### config.mk
export PLATFORM = sky130hd
export DESIGN_NAME = mem_port_arbiter_flat
export DESIGN_NICKNAME = d
export VERILOG_FILES = /design/src/rtl/mem_port_arbiter_pkg.sv /design/src/rtl/mem_port_arbiter_if.sv /design/src/rtl/MUX_3_1_16bit.sv /design/src/rtl/mem_port_arbiter.sv /design/src/flat_wrapper.sv
export SDC_FILE = /design/constraint.sdc
export NUM_CORES = 1
export LEC_CHECK = 0
export CORE_UTILIZATION = 38
export DETAILED_ROUTE_END_ITERATION = 10
export GPL_TIMING_DRIVEN = 0
export HOLD_SLACK_MARGIN = 0.08
export PLACE_DENSITY = 0.87
export SYNTH_ARGS = -nofsm -noshare
export SYNTH_HDL_FRONTEND = slang
export SYNTH_SLANG_ARGS = --single-unit
### constraint.sdc
create_clock -name clk -period 4 [get_ports clk]
set_input_delay 0.6 -clock clk [delete_from_list [all_inputs] [get_ports clk]]
set_output_delay 0.6 -clock clk [all_outputs]
set_load 0.1 [all_outputs]
### src/rtl/mem_port_arbiter_pkg.sv
// Shared constants and helpers for the three-requester memory port arbiter:
// FSM encoding, requester indices and round-robin selection.
package mem_port_arbiter_pkg;

  localparam logic [0:0] ST_IDLE = 1'b0;
  localparam logic [0:0] ST_BUSY = 1'b1;

  localparam logic [1:0] REQ_IF   = 2'd0;
  localparam logic [1:0] REQ_MEM  = 2'd1;
  localparam logic [1:0] REQ_DBG  = 2'd2;
  localparam logic [1:0] SEL_NONE = 2'b11;

  // Modulo-3 successor; the "none" code wraps to requester 0.
  function automatic logic [1:0] idx_next(input logic [1:0] i);
    return (i == REQ_DBG || i == SEL_NONE) ? REQ_IF : i + 2'd1;
  endfunction

  function automatic logic [2:0] idx_onehot(input logic [1:0] i);
    logic [2:0] oh;
    case (i)
      REQ_IF:  oh = 3'b001;
      REQ_MEM: oh = 3'b010;
      REQ_DBG: oh = 3'b100;
      default: oh = 3'b000;
    endcase
    return oh;
  endfunction

  // First active request searching ptr, ptr+1, ptr+2 (mod 3).
  function automatic logic [1:0] rr_pick(input logic [2:0] req, input logic [1:0] ptr);
    logic [1:0] c0;
    logic [1:0] c1;
    logic [1:0] c2;
    logic [1:0] win;
    c0  = (ptr == SEL_NONE) ? REQ_IF : ptr;
    c1  = idx_next(c0);
    c2  = idx_next(c1);
    win = SEL_NONE;
    if (req[c0])      win = c0;
    else if (req[c1]) win = c1;
    else if (req[c2]) win = c2;
    return win;
  endfunction

endpackage

### src/rtl/mem_port_arbiter_if.sv
// Requester-side and memory-side signals of the arbiter, bundled as one bus.
// master: the arbiter itself; slave: requesters plus memory driving it.
interface mem_port_arbiter_if #(parameter int DATA_W = 16);

  logic [2:0]        req;
  logic [2:0]        lock;
  logic [2:0]        we;
  logic [DATA_W-1:0] addr0;
  logic [DATA_W-1:0] addr1;
  logic [DATA_W-1:0] addr2;
  logic [DATA_W-1:0] wdata0;
  logic [DATA_W-1:0] wdata1;
  logic [DATA_W-1:0] wdata2;
  logic [2:0]        gnt;
  logic [1:0]        sel;
  logic [2:0]        ack;
  logic [2:0]        err;
  logic              mem_req;
  logic              mem_we;
  logic [DATA_W-1:0] mem_addr;
  logic [DATA_W-1:0] mem_wdata;
  logic              mem_ready;

  modport master (
    input  req, lock, we, addr0, addr1, addr2, wdata0, wdata1, wdata2, mem_ready,
    output gnt, sel, ack, err, mem_req, mem_we, mem_addr, mem_wdata
  );

  modport slave (
    output req, lock, we, addr0, addr1, addr2, wdata0, wdata1, wdata2, mem_ready,
    input  gnt, sel, ack, err, mem_req, mem_we, mem_addr, mem_wdata
  );

endinterface

### src/rtl/MUX_3_1_16bit.sv
// Three-input word multiplexer; select code 2'b11 (or any unused code) yields zero.
module MUX_3_1_16bit #(
  parameter int W = 16
) (
  input  logic [W-1:0] in0,
  input  logic [W-1:0] in1,
  input  logic [W-1:0] in2,
  input  logic [1:0]   sel,
  output logic [W-1:0] out
);

  always_comb begin
    case (sel)
      2'd0:    out = in0;
      2'd1:    out = in1;
      2'd2:    out = in2;
      default: out = '0;
    endcase
  end

endmodule

### src/rtl/mem_port_arbiter.sv
// Round-robin arbiter sharing one memory port among IF, MEM and debug requesters,
// with optional grant locking and a BUSY-cycle timeout.
module mem_port_arbiter #(
  parameter int DATA_W  = 16,
  parameter int TIMEOUT = 255
) (
  input  logic           clk,
  input  logic           rst_n,
  mem_port_arbiter_if.master bus
);

  import mem_port_arbiter_pkg::*;

  localparam logic [7:0] TO_LAST = 8'(TIMEOUT - 1);

  logic [0:0] state_reg, state_next;
  logic [1:0] sel_reg, sel_next;
  logic [1:0] ptr_reg, ptr_next;
  logic [2:0] gnt_reg, gnt_next;
  logic [2:0] err_reg, err_next;
  logic [7:0] cnt_reg, cnt_next;
  logic       busy, cur_req, cur_we, cur_lock, release_grant;
  logic [1:0] mux_sel, win;

  assign busy = (state_reg == ST_BUSY) && (sel_reg != SEL_NONE);

  always_comb begin
    cur_req  = 1'b0;
    cur_we   = 1'b0;
    cur_lock = 1'b0;
    if (busy) begin
      cur_req  = bus.req[sel_reg];
      cur_we   = bus.we[sel_reg];
      cur_lock = bus.lock[sel_reg];
    end
  end

  assign mux_sel       = busy ? sel_reg : SEL_NONE;
  assign win           = rr_pick(bus.req, ptr_reg);
  assign bus.mem_req   = cur_req;
  assign bus.mem_we    = cur_we;
  assign bus.ack       = (cur_req && bus.mem_ready) ? idx_onehot(sel_reg) : 3'b000;
  assign bus.gnt       = gnt_reg;
  assign bus.sel       = sel_reg;
  assign bus.err       = err_reg;

  MUX_3_1_16bit #(.W(DATA_W)) u_addr_mux (
    .in0 (bus.addr0),
    .in1 (bus.addr1),
    .in2 (bus.addr2),
    .sel (mux_sel),
    .out (bus.mem_addr)
  );

  MUX_3_1_16bit #(.W(DATA_W)) u_wdata_mux (
    .in0 (bus.wdata0),
    .in1 (bus.wdata1),
    .in2 (bus.wdata2),
    .sel (mux_sel),
    .out (bus.mem_wdata)
  );

  // Dropped request wins over mem_ready, which wins over the timeout.
  always_comb begin
    state_next    = state_reg;
    sel_next      = sel_reg;
    gnt_next      = gnt_reg;
    ptr_next      = ptr_reg;
    cnt_next      = cnt_reg;
    err_next      = 3'b000;
    release_grant = 1'b0;
    if (state_reg == ST_IDLE) begin
      if (win != SEL_NONE) begin
        state_next = ST_BUSY;
        sel_next   = win;
        gnt_next   = idx_onehot(win);
        cnt_next   = 8'd0;
      end
    end else if (!cur_req) begin
      release_grant = 1'b1;
    end else if (bus.mem_ready) begin
      if (cur_lock) cnt_next = 8'd0;
      else          release_grant = 1'b1;
    end else if (cnt_reg == TO_LAST) begin
      release_grant = 1'b1;
      err_next      = idx_onehot(sel_reg);
    end else begin
      cnt_next = cnt_reg + 8'd1;
    end
    if (release_grant) begin
      state_next = ST_IDLE;
      sel_next   = SEL_NONE;
      gnt_next   = 3'b000;
      cnt_next   = 8'd0;
      ptr_next   = idx_next(sel_reg);
    end
  end

  always_ff @(posedge clk or negedge rst_n) begin
    if (!rst_n) begin
      state_reg <= ST_IDLE;
      sel_reg   <= SEL_NONE;
      gnt_reg   <= 3'b000;
      err_reg   <= 3'b000;
      ptr_reg   <= REQ_IF;
      cnt_reg   <= 8'd0;
    end else begin
      state_reg <= state_next;
      sel_reg   <= sel_next;
      gnt_reg   <= gnt_next;
      err_reg   <= err_next;
      ptr_reg   <= ptr_next;
      cnt_reg   <= cnt_next;
    end
  end

endmodule

### src/flat_wrapper.sv
// flat-port wrapper written by rule: the top's interface ports become plain ports
module mem_port_arbiter_flat import mem_port_arbiter_pkg::*;
#(
  parameter int DATA_W  = 16,
  parameter int TIMEOUT = 255
)
  (clk, rst_n, bus_req, bus_lock, bus_we, bus_addr0, bus_addr1, bus_addr2, bus_wdata0, bus_wdata1, bus_wdata2, bus_mem_ready, bus_gnt, bus_sel, bus_ack, bus_err, bus_mem_req, bus_mem_we, bus_mem_addr, bus_mem_wdata);
  mem_port_arbiter_if #(.DATA_W(DATA_W)) bus_i ();
  input  logic clk;
  input  logic rst_n;
  input wire logic [$bits(bus_i.req)-1:0] bus_req;
  input wire logic [$bits(bus_i.lock)-1:0] bus_lock;
  input wire logic [$bits(bus_i.we)-1:0] bus_we;
  input wire logic [$bits(bus_i.addr0)-1:0] bus_addr0;
  input wire logic [$bits(bus_i.addr1)-1:0] bus_addr1;
  input wire logic [$bits(bus_i.addr2)-1:0] bus_addr2;
  input wire logic [$bits(bus_i.wdata0)-1:0] bus_wdata0;
  input wire logic [$bits(bus_i.wdata1)-1:0] bus_wdata1;
  input wire logic [$bits(bus_i.wdata2)-1:0] bus_wdata2;
  input wire logic [$bits(bus_i.mem_ready)-1:0] bus_mem_ready;
  output wire logic [$bits(bus_i.gnt)-1:0] bus_gnt;
  output wire logic [$bits(bus_i.sel)-1:0] bus_sel;
  output wire logic [$bits(bus_i.ack)-1:0] bus_ack;
  output wire logic [$bits(bus_i.err)-1:0] bus_err;
  output wire logic [$bits(bus_i.mem_req)-1:0] bus_mem_req;
  output wire logic [$bits(bus_i.mem_we)-1:0] bus_mem_we;
  output wire logic [$bits(bus_i.mem_addr)-1:0] bus_mem_addr;
  output wire logic [$bits(bus_i.mem_wdata)-1:0] bus_mem_wdata;
  assign bus_i.req = bus_req;
  assign bus_i.lock = bus_lock;
  assign bus_i.we = bus_we;
  assign bus_i.addr0 = bus_addr0;
  assign bus_i.addr1 = bus_addr1;
  assign bus_i.addr2 = bus_addr2;
  assign bus_i.wdata0 = bus_wdata0;
  assign bus_i.wdata1 = bus_wdata1;
  assign bus_i.wdata2 = bus_wdata2;
  assign bus_i.mem_ready = bus_mem_ready;
  assign bus_gnt = bus_i.gnt;
  assign bus_sel = bus_i.sel;
  assign bus_ack = bus_i.ack;
  assign bus_err = bus_i.err;
  assign bus_mem_req = bus_i.mem_req;
  assign bus_mem_we = bus_i.mem_we;
  assign bus_mem_addr = bus_i.mem_addr;
  assign bus_mem_wdata = bus_i.mem_wdata;
  mem_port_arbiter #(.DATA_W(DATA_W), .TIMEOUT(TIMEOUT)) u_core (.clk(clk), .rst_n(rst_n), .bus(bus_i));
endmodule
**Yosys cells after proc, flatten, opt, wreduce, memory -nomap -nowiden**

Index checks and enable logic that the tools add are counted.

- Word-level logic and storage cells: 98
- Input bits: 108
- Output and inout bits: 45
- Flip-flop bits (word level): 19

- Mux-type cells: 53
- $lt $le $gt $ge: 4
- Equality and inequality tests: 19
- $add $sub $neg: 4
- Reductions and logical operators: 12

Operators by type and width:

| operator | number |
|---|---|
| one-hot mux 16 bit (3 select lines) | 2 |
| 2-to-1 mux 8 bit | 7 |
| 2-to-1 mux 3 bit | 8 |
| 2-to-1 mux 2 bit | 11 |
| == test 2 bit (second input constant) | 9 |
| one-hot mux 3 bit (3 select lines) | 2 |
| 2-to-1 mux 1 bit | 17 |
| binary-select mux 1 bit (select 2 bit) | 6 |
| less-than comparator 2 x 3 -> 1 bit (second input constant) | 4 |
| adder 8 x 1 -> 8 bit (second input constant) | 1 |
| == test 8 bit (second input constant) | 1 |
| inequality test 4 bit (second input constant) | 2 |
| adder 2 x 1 -> 2 bit (second input constant) | 3 |
| == test 2 x 1 -> 1 bit (second input constant) | 3 |
| zero test 2 bit | 3 |
| inequality test 2 bit (second input constant) | 3 |
| AND reduction 4 bit | 1 |
| logical OR 1 bit | 3 |
| inequality test 3 bit (second input constant) | 1 |
| nonzero test 3 bit | 1 |
| logical AND 1 bit | 2 |
| AND reduction 2 bit | 1 |
| nonzero test 2 bit | 1 |

**Longest topological paths before layout**

Gate-level depths: netlist of the first run.

- Depth in word-level cells: 18
- Depth in mapped cells: 8
- Depth with buffers taken out: 7

**Modules after synthesis**

From an unflattened synthesis of the first run, not the netlist that was laid out.

- Cell total of the unflattened synthesis: 206
- Area, all modules: 2042.0 um^2

By module, submodules not included:

| module | cells an instance | instances | sequential area each (um^2) | area each (um^2) |
|---|---|---|---|---|
| mem_port_arbiter | 128 | 1 | 478.0 | 1278.7 |
| MUX_3_1_16bit | 39 | 2 | 0.0 | 381.6 |

**Worst setup path before layout of the first run**

Ideal clock, no wire load.

- Path type: register to output
- Start: reg u_core.sel_reg[0], in the netlist u_core.bus.sel[0]
- End: out bus_ack[0]
- Path buffers: 3
- Stages on the path, launching flop included: 9
- Data arrival time: 3.935 ns
- Data required time: 3.400 ns
- Setup slack: -0.535 ns
- Cell sequence: dfstp_2 > buf_6 > nor2b_4 > buf_6 > o2bb2ai_2 > and2_1 > buf_6 > nand2_1 > nor3_1

- Longest elaborated chain between the ends: 5
- Elaborated cells between the ends (all ways): 11
- Those cells by class: 3 x eq/ne; 5 x mux; 3 x reduce/logical

RTL lines:

| what | RTL line | text |
|---|---|---|
| start, declared | mem_port_arbiter.sv:17 | `logic [1:0] sel_reg, sel_next;` |
| start signal, assigned | mem_port_arbiter.sv:109 | `sel_reg <= sel_next;` |
| binary-select mux 1 bit (select 2 bit) / inequality test 2 bit (equally long branches) | mem_port_arbiter.sv:32, mem_port_arbiter.sv:25 |  |
| 2-to-1 mux 1 bit (implied by the code) / logical AND 1 bit (equally long branches) | mem_port_arbiter.sv:32, mem_port_arbiter.sv:25 |  |
| 2-to-1 mux 1 bit (*) | mem_port_arbiter.sv:31 | `if (busy) begin` |
| named net bus_mem_req | flat_wrapper.sv:25 | `output wire logic [$bits(bus_i.mem_req)-1:0] bus_mem_req;` |
| logical AND 1 bit (*) | mem_port_arbiter.sv:42 | `assign bus.ack = (cur_req && bus.mem_ready) ? idx_onehot(sel_reg) : 3'b000;` |
| 2-to-1 mux 3 bit (*) | mem_port_arbiter.sv:42 |  |
| end, declared | flat_wrapper.sv:23 | `output wire logic [$bits(bus_i.ack)-1:0] bus_ack;` |

The timed path passes the listed nets; every way through them passes the cells marked *. The select of a mux whose other input is x is not followed.

**Worst setup path in the final report of the first run**

- Start: in bus_req[2]
- End: out bus_ack[2]

- Longest elaborated chain between the ends: 5

RTL lines:

| what | RTL line | text |
|---|---|---|
| start, declared | flat_wrapper.sv:11 | `input wire logic [$bits(bus_i.req)-1:0] bus_req;` |
| binary-select mux 1 bit (select 2 bit) | mem_port_arbiter.sv:32 | `cur_req = bus.req[sel_reg];` |
| 2-to-1 mux 1 bit (implied by the code) | mem_port_arbiter.sv:32 |  |
| 2-to-1 mux 1 bit | mem_port_arbiter.sv:31 |  |
| logical AND 1 bit | mem_port_arbiter.sv:42 |  |
| 2-to-1 mux 3 bit | mem_port_arbiter.sv:42 |  |

Every way passes these cells. The select of a mux whose other input is x is not followed.

==> impl_metrics.ini, run 1 <==
[setup_path]
cp_top_family = buffers and inverters
crit_buf_inv = 3
critPathLaunchType = input pin
crit_slowest_cell = clkdlybuf4s50_1
crit_fanout = 8
reg2reg_depth = 6
cpPeakStageDelay_ns = 1.17
cpMostUsedCell = clkdlybuf4s50_1
cp-end-kind = output port
path_class = input pin to output port
worstPathRequired_ns = 3.40
worstPathCellList = clkdlybuf4s50_1 > mux2i_1 > o2bb2ai_2 > and2_1 > buf_6 > nand2_1 > nor3_1 > clkdlybuf4s50_1
cp.arrival_ns = 3.25
r2r_setup_slack_ns = 1.92
cp.depth = 8

[finish]
largest_register_ff_count = 8
final_cell_mix = clkdlybuf4s50_1, nor2_1, mux2i_1, a21oi_1, dfrtp_1
final_util_pct = 72.0
finalNetCount = 558
drive_gt1_share_pct = 6.31
layout_commonest_cell = clkdlybuf4s50_1
fill_cells = 447
insertedDiodeCount = 0
areaGrowthSynthToFinish_pct = 77.3

[timing]
skew_ns = 0.00121
whs_ns = 0.564
finalSetupViolCount = 0
worst_slew_pin_slew_ns = 1.02
timing.fmax_ghz = 0.260
slew_viol_final = 0
slew_headroom_pct = 32.0
finalCritPeriodShare_pct = 96.3
rsz0062_at_grt = false
tns_ns = 0
fin_crit_ns = 3.85
hold_violations = 0

[logic_synthesis]
seq_area_frac_synth_pct = 22.3
synth-seq-cells = 19
muxShareOfSynthArea_pct = 17.5
syn_area_per_cell_um2 = 7.43
async_reset_ff_share_pct = 100
ys_types = 53
syn_inst = 288
synth_top_family_by_area = simple AND/OR/NAND/NOR gates
synth_compound_area_share_pct = 19.3
synth_edf_count = 0
syn-cell-area_um2 = 2140
synth.net_count = 401
synth_xor_area_share_pct = 0.818
synthSimpleGateAreaFrac_pct = 29.1
synthAdderAreaFrac_pct = 2.92
synthFlopType = dfrtp_1
yosys_warnings = 0

[power]
leakage_nw = 1.60
pwr_density_cell_nw_per_um2 = 827
vdd_drop_max_mv = 0.579

[clocking]
h-tree-depth = 1
clock-sinks = 19
ctsHoldBuffers = 0
path_clk_slew_ns = 0.07
root_buffer = clkbuf_8
post-cts-setup-buffers = 0
clock_path_buffers = 2
clk_latency_ns = 0.26
cts_buffers = 3
cts_resized = 0
cts_tree = built

[place]
place_congestion = 0.857
hpwl_um = 6300
portBuffers = 152

[run_status]
outcome = completed

[grt]
grt_start_max_net_pins = 20
gr-total-overflow = 0
grt_pass1_wl_um = 13000
antenna_found_initial = 0
grt_usage_pct = 26.9
grt_pass1_vias = 2910

[drt]
drc = 0
firstDrtPassIters = 5
wire_per_inst_um = 15.5
viasPerCell = 5.44
drt_iter0_markers = 139
wl_um = 7970
dr_total_vias = 2798
ant_nets = 0

[floorplan]
die_area_um2 = 5940
die_h_um = 77.1
ioPinCount = 153
die_w_um = 77.1
initial_utilization_pct = 40.6
num_rows = 26
core_area_um2 = 5270

[min_path]
hold-path-cell-count = 1
hold_path.class = flip-flop to flip-flop

[run]
max_cap_viol_count = 0
-- worst paths after layout --
kind / from / endpoint
setup / recovery: bus_req[2] / bus_ack[2]
hold / removal: u_core.ptr_reg[1] / u_core.ptr_reg[1]
setup reg to reg: u_core.ptr_reg[0] / u_core.bus.sel[0]
hold reg to reg: u_core.ptr_reg[1] / u_core.ptr_reg[1]
max in group asynchronous: rst_n / u_core.cnt_reg[1]
min in group asynchronous: rst_n / u_core.bus.err[1]
-- cells by family (layout without fill, tap and decap cells) --
family,after synthesis,count (layout)
compound gates,66,66
fa+ha+maj,5,5
simple gates,128,128
xor+xnor,2,2
flops,19,19
mux,37,37
buf+inv,31,187
-- per-stage QoR --
stage	worst slack [ns]	cell area, um2	std cells	power (mW)
2_1_floorplan	-0.535	2140	288	2.35
3_3_place_gp	0.199	3750	510	2.95
3_5_place_dp	0.177	3750	510	2.99
4_1_cts	0.176	3790	514	3.13
5_1_grt	0.0318	3790	514	3.29
6_report	0.148	3790	514	3.14
-- synthesized netlist by cell type (all sizes together), types with 3 or more instances --
cell type | count | area (um2)
nor2 | 73 | 274
a21oi | 38 | 205
mux2i | 36 | 360
dfrtp | 17 | 425
clkbuf | 12 | 55.1
nand2 | 12 | 45.0
o21ai | 11 | 55.1
inv | 10 | 37.5
buf | 9 | 77.6
nand3 | 7 | 35.0
ha | 5 | 62.6
nor3 | 5 | 25.0
nor2b | 4 | 32.5
or2 | 4 | 27.5
a32o | 3 | 30.0
and2 | 3 | 18.8
and3 | 3 | 18.8
nand3b | 3 | 22.5
nand4 | 3 | 33.8
-- report_power, final --
group	internal, mW	switching, mW
logic	0.789	1.95
registers	0.237	0.0284
clock network	0.0709	0.0668
-- layer usage --
metal  GRT usage (%)  vias up  wire length [um]
met3            5.83       32               622
met1            28.1     1281              2930
met5               0        -                 0
met2            51.3      165              4180
met4            11.1        0               230
li1                -     1320                 -
-- area by class of cell --
cell class / count / area (um2) / area share [%]
timing repair buffer: 152 / 1520 / 40.1
multi-input combinational: 238 / 1490 / 39.3
sequential: 19 / 478 / 12.6
buffer: 21 / 133 / 3.49
tap: 70 / 87.6 / 2.31
clock buffer: 4 / 45.0 / 1.19
inverter: 10 / 37.5 / 0.989
Power figures use the tool's default switching activity.
==> inputs of run 2 (changes only) <==
CTS_CLUSTER_DIAMETER = 40   (was default)
==> results of run 2 <==
Same layout as run 1: the final DEF is identical, and so are final timing and power.
==> inputs of run 3 (changes only) <==
GPL_TIMING_DRIVEN = default   (was 0)
PLACE_DENSITY = default   (was 0.87)
PLACE_DENSITY_LB_ADDON = 0.08   (was default)
TNS_END_PERCENT = 50   (was default)
==> run 3 against run 2 <==
Effect of this change:
- fmax grew 19%
- critical path type is now flip-flop to output port
- power decreased by 5.1%
- worst setup slack improved by 0.61 ns
- largest power group unchanged
- highest routed layer unchanged
==> impl_metrics.ini, run 3 (synthesis gave the netlist of run 1 again) <==
[place]
post_dp_cell_area_um2 = 3590
portBuffers = 152
hpwl_um = 5820
place_congestion = 0.877
dp_cells = 492

[power]
power_frac_comb_pct = 84.5
power_switching_mw = 1.99
p_int_uw = 989
pwr_density_cell_nw_per_um2 = 819
leakage_nw = 1.62
vdd_drop_max_mv = 0.766
pwr-share-clk_pct = 4.5
pwr-share-seq_pct = 11.0
swShare_pct = 66.8

[setup_path]
path_class = flip-flop to output port
r2r-end = u_core.ptr_reg[1]
reg2reg_depth = 6
cp.arrival_ns = 2.65
crit_slowest_cell = dfstp_2
crit_fanout = 24
r2r_start = u_core.bus.sel[1]
worstPathCellList = mux2i_1 > o2bb2ai_2 > and2_1 > nand2_1 > nor3_1 > buf_12
cpPeakStageDelay_ns = 0.94
cp-end-kind = output port
worstPathRequired_ns = 3.40
critPathLaunchType = flip-flop
r2r_setup_slack_ns = 1.42

[timing]
worst_slew_pin_slew_ns = 0.989
timing.fmax_ghz = 0.308
finalSetupViolCount = 0
fin_crit_ns = 3.25
rsz0062_at_grt = false
hold_violations = 0
slew_viol_final = 0
skew_ns = 0.00129
finalCritPeriodShare_pct = 81.1
slew_headroom_pct = 33.9

[clocking]
root_buffer = clkbuf_8
ctsHoldBuffers = 0
cts_buffers = 3
cts_tree = built
path_clk_slew_ns = 0.07
clk_latency_ns = 0.25
clock-sinks = 19
h-tree-depth = 1
cts_resized = 0
clock_path_buffers = 2
post-cts-setup-buffers = 0

[min_path]
holdPathEnd = u_core.ptr_reg[1]
hold_path.class = flip-flop to flip-flop
hold-path-cell-count = 1
hold_start = u_core.ptr_reg[1]

[drt]
firstDrtPassIters = 4
wire_per_inst_um = 15.2
wl_um = 7550
drc = 0
dr_total_vias = 2553
drt_iter0_markers = 168
viasPerCell = 5.15
ant_nets = 0

[grt]
grt_pass1_wl_um = 12200
grt_start_max_net_pins = 46
grt_usage_pct = 25.4
grt_pass1_vias = 2480
antenna_found_initial = 0
gr-total-overflow = 0

[floorplan]
die_area_um2 = 5940
num_rows = 26
die_w_um = 77.1
ioPinCount = 153
core_area_um2 = 5270
initial_utilization_pct = 40.6
die_h_um = 77.1

[finish]
insertedDiodeCount = 0
layout_commonest_cell = clkdlybuf4s50_1
drive_gt1_share_pct = 14.1
final_cell_mix = clkdlybuf4s50_1, nor2_1, buf_4, mux2i_1, a21oi_1
fin_area_um2 = 3640
largest_register_ff_count = 8
finalNonFillerCells = 496
areaGrowthSynthToFinish_pct = 69.9
final_util_pct = 69.0
finalNetCount = 540

[run]
max_cap_viol_count = 0

[run_status]
outcome = completed
-- run 3: cell types whose count changed in the layout (fill, tap and decap cells not counted), sizes merged --
cell and change:
buf +33, clkdlybuf4s50 -39, clkbuf -12
-- run 3: area by class of cell --
cell class	instances	area, um2
Multi-Input combinational cell	238	1490
Sequential cell	19	478
Fill cell	450	1630
Clock buffer	4	45.0
Tap cell	70	87.6
Timing Repair Buffer	155	1500
Inverter	10	37.5
-- run 3: how the worst max path moves through the flow --
stage                      startpoint    endpoint  slack [ns]  cells after the start
detailed placement         bus_req[2]  bus_ack[0]        0.87                      7
global placement           bus_req[2]  bus_ack[2]        0.91                      7
finish              u_core.bus.sel[1]  bus_ack[2]        0.75                      6
floorplan           u_core.bus.sel[0]  bus_ack[0]       -0.53                      8
CTS                 u_core.bus.sel[1]  bus_ack[2]        0.75                      6
global route        u_core.bus.sel[1]  bus_ack[0]        0.59                      6
-- run 3: stage by stage --
stage	worst slack [ns]	hold slack (ns)	setup TNS [ns]	total power, mW
2_1_floorplan	-0.535	0.304	-1.07	2.35
3_3_place_gp	0.909	0.542	0	2.83
4_1_cts	0.747	0.554	0	2.98
3_5_place_dp	0.867	0.538	0	2.84
5_1_grt	0.591	0.572	0	3.14
6_report	0.754	0.562	0	2.98
-- run 3: routing by layer --
| layer | vias to the layer above | GRT usage [%] | part of all wire (%) |
|---|---|---|---|
| met5 | - | 0 | 0 |
| met1 | 1160 | 30.7 | 39 |
| met2 | 101 | 45.7 | 52 |
| met3 | 12 | 4.88 | 7.6 |
| li1 | 1280 | - | - |
| met4 | 0 | 6.23 | 1.5 |
-- run 3: worst max-delay path: cells and delay by family (launching register included) --
| family | cells | cell delay, ns |
|---|---|---|
| simple gates | 3 | 0.84 |
| mux | 1 | 0.19 |
| compound gates | 1 | 0.19 |
| flops | 1 | 0.94 |
| buf+inv | 1 | 0.22 |
-- run 3: power groups by stage --
stage | Clock, mW | Combinational, mW | Sequential (mW)
3_3_place_gp | 0 | 2.50 | 0.328
3_5_place_dp | 0 | 2.51 | 0.328
5_1_grt | 0.143 | 2.66 | 0.334
6_report | 0.135 | 2.52 | 0.328
4_1_cts | 0.134 | 2.52 | 0.325
2_1_floorplan | 0 | 1.95 | 0.398
==> patch 1: new RTL, settings of run 1 <==
`DATA_W` is set to 16 in 3 places; all go to 20.
--- a/src/rtl/mem_port_arbiter_if.sv
+++ b/src/rtl/mem_port_arbiter_if.sv
@@ -1,6 +1,6 @@
 // Requester-side and memory-side signals of the arbiter, bundled as one bus.
 // master: the arbiter itself; slave: requesters plus memory driving it.
-interface mem_port_arbiter_if #(parameter int DATA_W = 16);
+interface mem_port_arbiter_if #(parameter int DATA_W = 20);
 
   logic [2:0]        req;
   logic [2:0]        lock;
--- a/src/rtl/mem_port_arbiter.sv
+++ b/src/rtl/mem_port_arbiter.sv
@@ -1,7 +1,7 @@
 // Round-robin arbiter sharing one memory port among IF, MEM and debug requesters,
 // with optional grant locking and a BUSY-cycle timeout.
 module mem_port_arbiter #(
-  parameter int DATA_W  = 16,
+  parameter int DATA_W  = 20,
   parameter int TIMEOUT = 255
 ) (
   input  logic           clk,
--- a/src/flat_wrapper.sv
+++ b/src/flat_wrapper.sv
@@ -1,7 +1,7 @@
 // flat-port wrapper written by rule: the top's interface ports become plain ports
 module mem_port_arbiter_flat import mem_port_arbiter_pkg::*;
 #(
-  parameter int DATA_W  = 16,
+  parameter int DATA_W  = 20,
   parameter int TIMEOUT = 255
 )
   (clk, rst_n, bus_req, bus_lock, bus_we, bus_addr0, bus_addr1, bus_addr2, bus_wdata0, bus_wdata1, bus_wdata2, bus_mem_ready, bus_gnt, bus_sel, bus_ack, bus_err, bus_mem_req, bus_mem_we, bus_mem_addr, bus_mem_wdata);
Interface: changed (8 resized); port bits go from 153 to 185. No check against the original RTL was run, so the function may have changed too.
==> patch 1 against run 1 <==
- die area is 6.9% higher
- routed wire length is 10% higher
- worst setup slack improved by 0.045 ns
- count of clock-buffer cells in the layout is 1 lower
- highest routed layer unchanged
- sequential cell count is the same
- final area rose by 13%
- synthesized area is 7.1% higher
- critical endpoint is now bus_mem_addr[12]
- final cell count is 12% higher
- power rose by 13%
- worst hold slack got worse by 0.027 ns
- largest power group unchanged
==> patch 1: results (changes against run 1) <==
[timing]
finClkSkew_ns=0.00282  ; +0.00161 ns
worst_slew_pin_slew_ns=1.02  ; +0.00249 ns

[grt]
grt_util_all_layers_pct=26.8  ; -0.13 points
grt_pass1_vias=2818  ; -3.2%
grt_pass1_wl_microns=13400  ; +2.8%

[routing]
wire_per_inst_microns=15.2  ; -2.2%
met1_length_microns=3370  ; +15%
dr_wl_met3_microns=750  ; +21%
wirelength_microns=8770  ; +10%
wl_met2_microns=4520  ; +8.2%
drt-initial-drc-count=116  ; -17%
drt_pre_antenna_iters=4  ; -1
routed_via_density=5.07  ; -6.9%

[cells_and_area]
seq_cells=19  ; unchanged
fin_util_pct=75.6  ; +3.5 points
buffer_area_share_pct=45.8  ; +2.2 points
drive_gt1_share_pct=5.73  ; -0.58 points
num-nonclk-inverters=11  ; +1
nClkBuffers=3  ; -1
n_fill_cell=436  ; -2.5%
clockNetworkAreaShare_pct=1.08  ; -0.11 points
nNonClkBuffers=208  ; +20%

[power_and_ir_drop]
power.internal_uw=1180  ; +7.8%
p_leak_uw=0.00186  ; +16%
max-vdd-ir-drop_uv=589  ; +1.7%

[yosys]
synth_compound_area_share_pct=21.7  ; +2.3 points
synthMuxAreaShare_pct=20.5  ; +3.0 points
yosys.cell_types.count=45  ; -15%
synthTopCellsByCount=nor2_1 (92), a21oi_1 (45), mux2i_1 (44)
synth_xor_xnor_area_share_pct=0.764  ; -0.054 points
yosysSeqAreaShare_pct=20.9  ; -1.5 points
syn-num-nets=455  ; +13%
synth_fa_ha_area_share_pct=2.73  ; -0.19 points

[critical_path]
r2r-start=u_core.ptr_reg[1]
reg2reg_depth=9  ; +3
critPathMaxFanout=10  ; +2
cp_slowest_stage_delay_ns=1.15  ; -0.02 ns
reg2reg_slack_ns=1.95  ; +0.03 ns
arrival_ns=3.21  ; -0.04 ns
rr_endpoint=u_core.cnt_reg[1]

[place]
pre_cts_slack_ns=0.358  ; +0.180 ns
placed_cell_area_sq_um=4230  ; +13%
dp.cells=574  ; +13%
hpwlAfterDp_microns=7200  ; +14%
gp_congestion=0.861  ; +0.43%
io_buffers=184  ; +21%

[hold_path]
whs_path_depth=2  ; +1
min-delay-start=u_core.bus.gnt[2]

[status]
outcome=finished, final reports clean

[die]
dieArea_sq_um=6350  ; +6.9%

[patch 1: changes by cell type after synthesis, sizes merged, moves of 3 or more]
cell,change
a21oi,+8
a32o,-3
buf,+4
mux2i,+8
nand2,+5
nand3,-4
nor2,+19
nor2b,+3
or2,-3
[patch 1: how the worst max path moves through the flow]
stage / start / to / slack, ns / depth (start not counted)
global route: u_core.bus.sel[1] / bus_mem_addr[12] / 0.02 / 8
detailed placement: bus_req[1] / bus_ack[2] / 0.36 / 7
global placement: bus_req[1] / bus_ack[2] / 0.36 / 7
floorplan: u_core.bus.sel[1] / bus_ack[1] / 0.22 / 6
CTS: u_core.bus.sel[1] / bus_mem_wdata[12] / 0.18 / 8
finish: u_core.bus.sel[1] / bus_mem_addr[12] / 0.19 / 8
[patch 1: per-layer routing]
metal,vias to the layer above,track usage (%)
met5,-,0
met4,0,4.73
met3,10,5.94
met2,129,50.1
met1,1324,31.0
li1,1466,-
==> patch 2: new RTL, flow settings as in run 1 <==
Made on the original files. Make the reset (`rst_n`) synchronous in one clocked block.
--- a/src/rtl/mem_port_arbiter.sv
+++ b/src/rtl/mem_port_arbiter.sv
@@ -96,7 +96,7 @@
     end
   end
 
-  always_ff @(posedge clk or negedge rst_n) begin
+  always_ff @(posedge clk) begin
     if (!rst_n) begin
       state_reg <= ST_IDLE;
       sel_reg   <= SEL_NONE;
Behaviour: differs if rst_n is asserted again (counterexample within 4 cycles, from zero or initial values and one cycle with rst_n low); with rst_n held inactive, the same outputs for 10 cycles.
==> patch 2 against run 1 <==
- worst setup slack lost 0.016 ns
- via count shrank 5.6%
- critical path type unchanged
- critical endpoint unchanged
- fmax shrank 0.42%
- synthesized area shrank 9.1%
- final area shrank 4.5%
- first-iteration DRC count shrank 41%
- routed wire length shrank 3.0%
- sequential cell count is the same
- highest routed layer unchanged
- non-clock buffer count shrank 3
Power is left out: it rests on default switching activity, and per cell area and clock period it moved more than threefold.
==> patch 2: results (changes against run 1) <==
[routing]
drt-initial-drc-count=82  ; -41%
wl_met2_microns=3990  ; -4.5%
dr_wl_met3_microns=660  ; +6.1%
routed_via_density=5.30  ; -2.6%
met1_length_microns=2870  ; -2.2%
drt_pre_antenna_iters=4  ; -1
wire_per_inst_microns=15.5  ; +0.10%

[cells_and_area]
fin_nets=546  ; -2.2%
n_fill_cell=373  ; -17%
drive_gt1_share_pct=5.80  ; -0.51 points

[yosys]
synthTopCellsByArea=dfxtp_1 (20%), mux2i_1 (19%), nor2_1 (15%)
syn-num-nets=389  ; -3.0%
synth_xor_xnor_area_share_pct=0  ; -0.82 points
ys.flop_type=dfxtp_1
synth_compound_area_share_pct=22.3  ; +3.0 points
synth_fa_ha_area_share_pct=3.86  ; +0.94 points
synthMuxAreaShare_pct=18.5  ; +0.99 points

[timing]
max_slew_margin_pct=31.7  ; -0.26 points
finClkSkew_ns=0.00237  ; +0.00115 ns

[status]
outcome=finished, final reports clean

[grt]
grtUsageMet1_pct=31.7  ; +3.6 points
grt_util_all_layers_pct=28.2  ; +1.3 points
grt_pass1_vias=2510  ; -14%
met2_usage_pct=49.0  ; -2.3 points
use_met3_pct=9.05  ; +3.2 points

[place]
hpwlAfterDp_microns=6400  ; +1.6%
gp_congestion=0.876  ; +2.2%

[critical_path]
reg2reg_slack_ns=1.76  ; -0.16 ns

patch 2: cell count changes after synthesis, sizes merged, moves of 6 or more:
cell	before	now
dfrtp	17	0
dfxtp	0	19
nor2	73	79
o21ai	11	4
patch 2: layout make-up:
cell class | instances | share of cell area, %
multi-input combinational | 232 | 41.1
buffer | 18 | 2.18
timing repair buffer | 152 | 42.0
sequential | 19 | 10.5
inverter | 6 | 0.622
clock inverter | 1 | 0.138
clock buffer | 3 | 1.14
tap | 67 | 2.31
patch 2: cell families after synthesis:
| logic type | count (synthesis) |
|---|---|
| simple gates | 125 |
| compound gates | 65 |
| mux | 36 |
| buf+inv | 24 |
| flops | 19 |
| fa+ha+maj | 6 |
patch 2: worst paths after layout:
| kind | cells past startpoint | from | to |
|---|---|---|---|
| setup reg to reg | 9 | u_core.ptr_reg[1] | u_core.cnt_reg[7] |
| hold reg to reg | 2 | u_core.bus.gnt[0] | u_core.bus.gnt[0] |
| setup / recovery | 7 | bus_req[2] | bus_ack[2] |
| hold / removal | 2 | u_core.bus.gnt[0] | u_core.bus.gnt[0] |
patch 2: worst max-delay path, delay by kind of cell:
kind                   cells  cell delay [ns]
AOI/OAI and AO/OA          1             0.26
buffers and inverters      2             1.69
and+or+nand+nor            3             0.61
muxes                      1             0.11
patch 2: per-stage QoR:
step                worst slack (ns)  hold slack (ns)  utilization, %  cells  instance area [sq um]
floorplan                      0.131            0.469               -    275                   1970
global placement               0.151            0.443            74.3    494                   3580
detailed placement             0.121            0.462            74.3    494                   3580
CTS                            0.118            0.472            75.2    498                   3620
global route                  0.0140            0.522            75.2    498                   3620
finish                         0.132            0.467            75.2    498                   3620
